$ cat src/rtl/sel_mem_seq.sv
// sel_mem_seq: steps the memory selector through 0..NUM_SEL-1 with a programmable dwell,
// then parks it at 0 and pulses done.
module sel_mem_seq #(
    parameter int NUM_SEL = 10,
    parameter int DWELL_W = 8
) (
    input  logic               clk,
    input  logic               rst,
    input  logic               start,
    input  logic               abort,
    input  logic [DWELL_W-1:0] dwell,
    output logic [3:0]         sel_data,
    output logic               sel_en,
    output logic               busy,
    output logic               done
);
    typedef enum logic [1:0] {IDLE, LOAD, HOLD, DONE} state_t;
    state_t             r_state, w_state_n;
    logic [3:0]         r_idx, w_idx_n;
    logic [DWELL_W-1:0] r_cnt, w_cnt_n, r_dwell_q, w_dwell_q_n;
    logic               w_expire, w_last;
    always_ff @(posedge clk or posedge rst) begin
        if (rst) begin
            r_state   <= IDLE;
            r_idx     <= '0;
            r_cnt     <= '0;
            r_dwell_q <= DWELL_W'(1);
        end else begin
            r_state   <= w_state_n;
            r_idx     <= w_idx_n;
            r_cnt     <= w_cnt_n;
            r_dwell_q <= w_dwell_q_n;
        end
    end
    // a dwell of one expires straight out of LOAD; otherwise HOLD expires when cnt reaches 1
    assign w_expire = (r_state == LOAD && r_dwell_q == DWELL_W'(1)) ||
                      (r_state == HOLD && r_cnt == DWELL_W'(1));
    assign w_last   = r_idx == 4'(NUM_SEL - 1);
    always_comb begin
        w_state_n   = r_state;
        w_idx_n     = r_idx;
        w_cnt_n     = r_cnt;
        w_dwell_q_n = r_dwell_q;
        case (r_state)
            IDLE: if (start && !abort) begin
                w_state_n   = LOAD;
                w_idx_n     = '0;
                w_dwell_q_n = (dwell == '0) ? DWELL_W'(1) : dwell;
            end
            LOAD, HOLD: begin
                w_cnt_n = (r_state == LOAD) ? r_dwell_q - DWELL_W'(1) : r_cnt - DWELL_W'(1);
                if (abort) w_state_n = DONE;
                else if (w_expire) begin
                    w_state_n = w_last ? DONE : LOAD;
                    w_idx_n   = w_last ? r_idx : r_idx + 4'd1;
                end else w_state_n = HOLD;
            end
            default: w_state_n = IDLE;
        endcase
    end
    assign sel_en   = r_state == LOAD || r_state == DONE;
    assign sel_data = (r_state == LOAD || r_state == HOLD) ? r_idx : 4'd0;
    assign busy     = r_state != IDLE;
    assign done     = r_state == DONE;
endmodule

$ cat config.mk
export PLATFORM = sky130hd
export DESIGN_NAME = sel_mem_seq
export DESIGN_NICKNAME = d
export VERILOG_FILES = /design/src/rtl/sel_mem_seq.sv
export SDC_FILE = /design/constraint.sdc
export NUM_CORES = 1
export LEC_CHECK = 0
export BUFFER_PORTS_ARGS = -buffer_cell sky130_fd_sc_hd__buf_2
export CORE_ASPECT_RATIO = 1.2
export CORE_MARGIN = 2
export CORE_UTILIZATION = 46
export DETAILED_ROUTE_END_ITERATION = 16
export PLACE_DENSITY = 0.66
export SKIP_LAST_GASP = 1
export SLEW_MARGIN = 20
export SYNTH_ARGS = -nofsm -noshare
export SYNTH_HDL_FRONTEND = slang
export SYNTH_SLANG_ARGS = --single-unit
$ cat constraint.sdc
create_clock -name clk -period 1.9 [get_ports clk]
set_input_delay 0.38 -clock clk [delete_from_list [all_inputs] [get_ports clk]]
set_output_delay 0.38 -clock clk [all_outputs]
set_load 0.03 [all_outputs]
======== Word-level counts from Yosys, hierarchy flattened ========
Index checks and enable logic that the tools add are counted.
storage, ports and cells
  bits in registers ....................... 22
  bits of input ports ..................... 12
  output and inout port bits .............. 7
operators by class
  $add $sub $neg .......................... 3
  equality and inequality tests ........... 10
  muxes and demuxes ....................... 13
  reductions and logical operators ........ 14
operator list
  kind                                                                    number
  4-bit 2-to-1 mux                                                        5
  8-bit by 1-bit equality test with 1-bit output (second input constant)  2
  8-bit 2-to-1 mux                                                        2
  8-bit by 1-bit subtractor with 8-bit output (second input constant)     2
  8-bit zero test                                                         1
  2-bit 2-to-1 mux                                                        4
  2-bit != test (second input constant)                                   4
  4-bit case mux with 2 select lines                                      1
  5-bit AND reduction                                                     1
  4-bit by 1-bit adder with 4-bit output (second input constant)          1
  2-bit equality test (second input constant)                             2
  4-bit equality test (second input constant)                             1
  2-bit case mux with 2 select lines                                      1
  2-bit nonzero test                                                      2
  1-bit logical AND                                                       3
  1-bit logical OR                                                        3
  2-bit by 1-bit equality test with 1-bit output (second input constant)  1
  2-bit zero test                                                         1
  2-bit AND reduction                                                     1
  2-bit OR reduction                                                      1
  1-bit zero test                                                         1

======== Longest topological paths before layout ========
  depth in word-level cells ............... 6
  mapped depth ............................ 8
  gate-level depth less buffers ........... 7

======== Worst setup path after synthesis ========
Ideal clock, no wire load.
  path type ............................... reg-to-reg
  from .................................... reg r_dwell_q[2]
  to ...................................... reg r_idx[2]
  library setup time ...................... 0.069 ns
  arrival time ............................ 1.897 ns
  data required time ...................... 1.831 ns
  slack ................................... -0.066 ns
  stages on the path, launching flop included .. 6
  buffers on the path ..................... 0
  period minus slack after synthesis ...... 1.966 ns
  cell sequence ........................... dfrtp_1 -> or4_4 -> nor4_4 -> nor2_2 -> or4_1 -> nand3_1
between the ends
  word-level cells in the longest chain between the ends .. 5
ends and longest elaborated chain
  what                                            line  source
  from (decl)                                     20    logic [DWELL_W-1:0] r_cnt, w_cnt_n, r_dwell_q, w_dwell_q_n;
  from (signal assigned)                          32    r_dwell_q <= w_dwell_q_n;
  8-bit by 1-bit equality test with 1-bit output  36    assign w_expire = (r_state == LOAD && r_dwell_q == DWELL_W'(1)) ||
  1-bit logical AND                               36
  1-bit logical OR                                36
  2-bit != test (no source line)                  -
  5-bit AND reduction (no source line)            -
  to (signal assigned)                            30    r_idx <= w_idx_n;
  to (decl)                                       19    logic [3:0] r_idx, w_idx_n;
No other way between the ends.
A chain may end at the register's enable or synchronous reset.

======== Worst setup path in the final report ========
  from .................................... reg r_state[0]
  to ...................................... out sel_en
between the ends
  word-level cells in the longest chain between the ends .. 2
  elaborated cells between the ends (all ways) .. 3
  those cells by class .................... 2 x eq/ne; 1 x reduce/logical
ends and longest elaborated chain
  what                                                                                          line  source
  from (decl)                                                                                   18    state_t r_state, w_state_n;
  from (signal assigned)                                                                        29    r_state <= w_state_n;
  2-bit by 1-bit equality test with 1-bit output / 2-bit equality test (equally long branches)  61    assign sel_en = r_state == LOAD || r_state == DONE;
  1-bit logical OR (*)                                                                          61
  to (decl)                                                                                     13    output logic sel_en,
Every way passes the cells marked *; elsewhere a longest branch is shown, timed or not.

==> results.json <==
{
  "stdcell_count": 234,
  "ys_warn_count": 0,
  "fin_crit_sh_pct": 102,
  "cp-startpoint": "r_state[0]",
  "rr_worst_depth": 6,
  "path_cells": "buf_4 > ha_4 > buf_8 > or2_4 > buf_6",
  "leakage_nw": 0.868,
  "clock_latency_ns": 0.32,
  "period_needed_ns": 1.93,
  "netlist_area_sq_um": 1450,
  "wl_microns": 3370,
  "outcome": "finished, violations left",
  "synthCells": 156,
  "grt_first_pass_wirelength_microns": 5860,
  "swShare_pct": 43.3,
  "grt_util_all_layers_pct": 20.2,
  "max_stage_delay_ns": 0.43,
  "clkTransAtPathRegs_ns": 0.14,
  "antenna_found_initial": 0,
  "fp.dieH_microns": 65.5,
  "cts_buffers": 3,
  "cp_max_fo": 3,
  "worst_slew_pin_slew_ns": 0.372,
  "hold_class": "primary input to asynchronous set/reset pin",
  "cp_top_family": "flip-flops",
  "path_buf_inv": 3,
  "ys_seq_elements": 22,
  "clock_tree.root_cell": "clkbuf_4",
  "rows": 22,
  "ys_types": 43,
  "cp.arrival_ns": 1.55,
  "drt_iter0_markers": 26,
  "grt_overflow": 0,
  "route.detailed.drc": 0,
  "post-dp-hpwl_microns": 2510,
  "worstSetupStartpointType": "flop",
  "cp.required_ns": 1.52,
  "globalplace.congestion": 0.859,
  "p_comb_share_pct": 63.5,
  "skew_ns": 0.0107,
  "r2r_slack_ns": -0.03,
  "cap_violations": 0,
  "power_density_nw_per_um2": 1580,
  "synth_top_area_share_pct": 36.3,
  "wl_met1_microns": 1490,
  "pwr-share-seq_pct": 27.6,
  "wl_per_cell_microns": 14.4,
  "relSlewSlack_pct": 75.0,
  "first_pass_iters": 4,
  "total_power_w": 0.00306,
  "grt_pass1_vias": 1274,
  "dr_wl_met3_microns": 68,
  "worst_r2r_startpoint": "r_dwell_q[5]",
  "rsz0062_at_grt": "true",
  "highest_layer": "met4",
  "synth_area_leader_cell": "dfrtp_1",
  "end_kind": "primary output",
  "ir_worst_vdd_uv": 1010,
  "dp.cells": 221,
  "reg2reg_to": "r_idx[2]",
  "ys_seq_area_share_pct": 38.1,
  "portBuffers": 18,
  "criticalPathCategory": "flop to primary output",
  "die_w_microns": 55.2,
  "clock-sinks": 22,
  "setup_viol": 2,
  "initial_utilization_pct": 47.8,
  "async_reset_ff_share_pct": 100,
  "violations": "negative setup slack",
  "slowest_stage": "dfrtp_1",
  "wl_met2_microns": 1770,
  "cts-htree-levels": 1,
  "num_vias": 1301,
  "syn_avg_cell_area_sq_um": 9.28,
  "drive_above_1_share_pct": 39.4,
  "slew_violations": 0,
  "core-area_sq_um": 3030,
  "area_growth_pct": 33.5,
  "pin_count": 19,
  "finalNetCount": 221,
  "die-area_sq_um": 3610,
  "ant_nets": 0,
  "ctsHoldBuffers": 0,
  "synth_flop_cell": "dfrtp_1",
  "p_int_w": 0.00173,
  "diodes": 0,
  "grt_max_degree": 23,
  "n_fill_cell": 250,
  "synth.area.top_cells": "dfrtp_1, ha_1, mux2_2",
  "setup_slack_ns": -0.0324,
  "synth_enable_flop_cells": 0,
  "cts_tree": "done",
  "cts.path.max_buffers": 2,
  "fmax_mhz": 517,
  "vias_per_cell": 5.56,
  "syn-num-nets": 178,
  "pwr-share-clk_pct": 8.9,
  "switchingPower_w": 0.00132,
  "timing.final.hold_violations": 0
}
==> flip-flops by register name, summed over array words and instances, names as in the netlist <==
register	flops
r_idx	4
r_state	2
r_dwell_q	8
r_cnt	8
==> per-stage QoR <==
step	hold WS [ns]	setup TNS (ns)	area, sq um	utilization [%]	worst slack, ns
6_report	0.0637	-0.0639	1930	63.8	-0.0324
5_1_grt	0.0963	-0.561	1930	63.8	-0.124
4_1_cts	0.0746	-0.0470	1850	61.0	-0.0260
3_5_place_dp	0.436	-0.0593	1700	56.2	-0.0515
3_3_place_gp	0.427	-0.0249	1700	56.2	-0.0249
2_1_floorplan	0.368	-0.0184	1450	-	-0.0184
==> cells in the final DEF, fill, tap and decap left out, types with 5 or more instances in the layout <==
| master | n |
|---|---|
| buf_2 | 14 |
| mux2_2 | 7 |
| buf_6 | 5 |
| o21ai_0 | 10 |
| inv_1 | 8 |
| a21oi_1 | 5 |
| nor2_1 | 11 |
| ha_1 | 7 |
| dfrtp_1 | 21 |
| nand2b_1 | 5 |
| buf_4 | 22 |
| nand2_1 | 13 |
==> worst max-delay path by stage <==
| stage | end | cells after the start |
|---|---|---|
| floorplan | r_idx[2] | 5 |
| global placement | r_idx[2] | 5 |
| CTS | sel_data[1] | 5 |
| finish | sel_en | 5 |
| global route | r_idx[2] | 6 |
| detailed placement | r_idx[2] | 5 |
==> power by group through the flow <==
stage	Combinational (W)	Clock, W	Sequential (W)
after global routing	0.00214	0.000309	0.000877
after global placement	0.00161	0	0.000840
final	0.00194	0.000272	0.000844
after floorplan	0.00100	0	0.000866
after detailed placement	0.00164	0	0.000852
after CTS	0.00184	0.000278	0.000848
==> Yosys cell counts (2+ instances only) <==
master,instances
nor3_1,4
nand2_1,13
o21ai_0,11
o31ai_1,3
and2_1,4
o221ai_1,2
nor2_1,12
ha_1,10
a221o_1,2
inv_1,11
nor4_1,5
xnor2_1,4
nand2b_1,5
or2_2,2
a21oi_1,5
clkbuf_1,5
o21a_1,2
a22oi_1,2
dfrtp_1,21
mux2_2,7
or4_1,3
nand3b_1,2
==> final cells by class <==
cell class	count	area [sq um]	share of cell area, %
Timing Repair Buffer	43	327	16.9
Tap cell	36	45.0	2.33
Inverter	11	41.3	2.14
Clock buffer	4	36.3	1.88
Multi-Input combinational cell	118	932	48.2
Sequential cell	22	552	28.5
==> metal layers <==
metal  up-vias  track usage [%]
li1        647                -
met4         0             5.18
met3         6             2.56
met1       628             26.1
met2        20             35.7
met5         -                0
==> logic make-up after synthesis <==
family | count (synthesis) | synth area share, %
AO/OA/AOI/OAI | 35 | 15.8
XOR/XNOR | 5 | 3.02
adder cells (fa/ha/maj) | 10 | 8.64
buffers and inverters | 16 | 4.15
flip-flops | 22 | 38.1
multiplexers | 8 | 6.14
AND/OR/NAND/NOR | 60 | 24.1
==> worst register-to-register path, delay by kind of cell, from the launching register on <==
| family | cells | cell delay, ns |
|---|---|---|
| simple gates | 5 | 1.29 |
| flops | 1 | 0.41 |
| buf+inv | 1 | 0.18 |
==> what timing repair did <==
item,in CTS,in global routing
resized for setup,17,14
pin swaps,4,9
setup endpoints to repair,8,10
setup buffers,5,4
No activity file was read; power rests on OpenSTA's default activity.
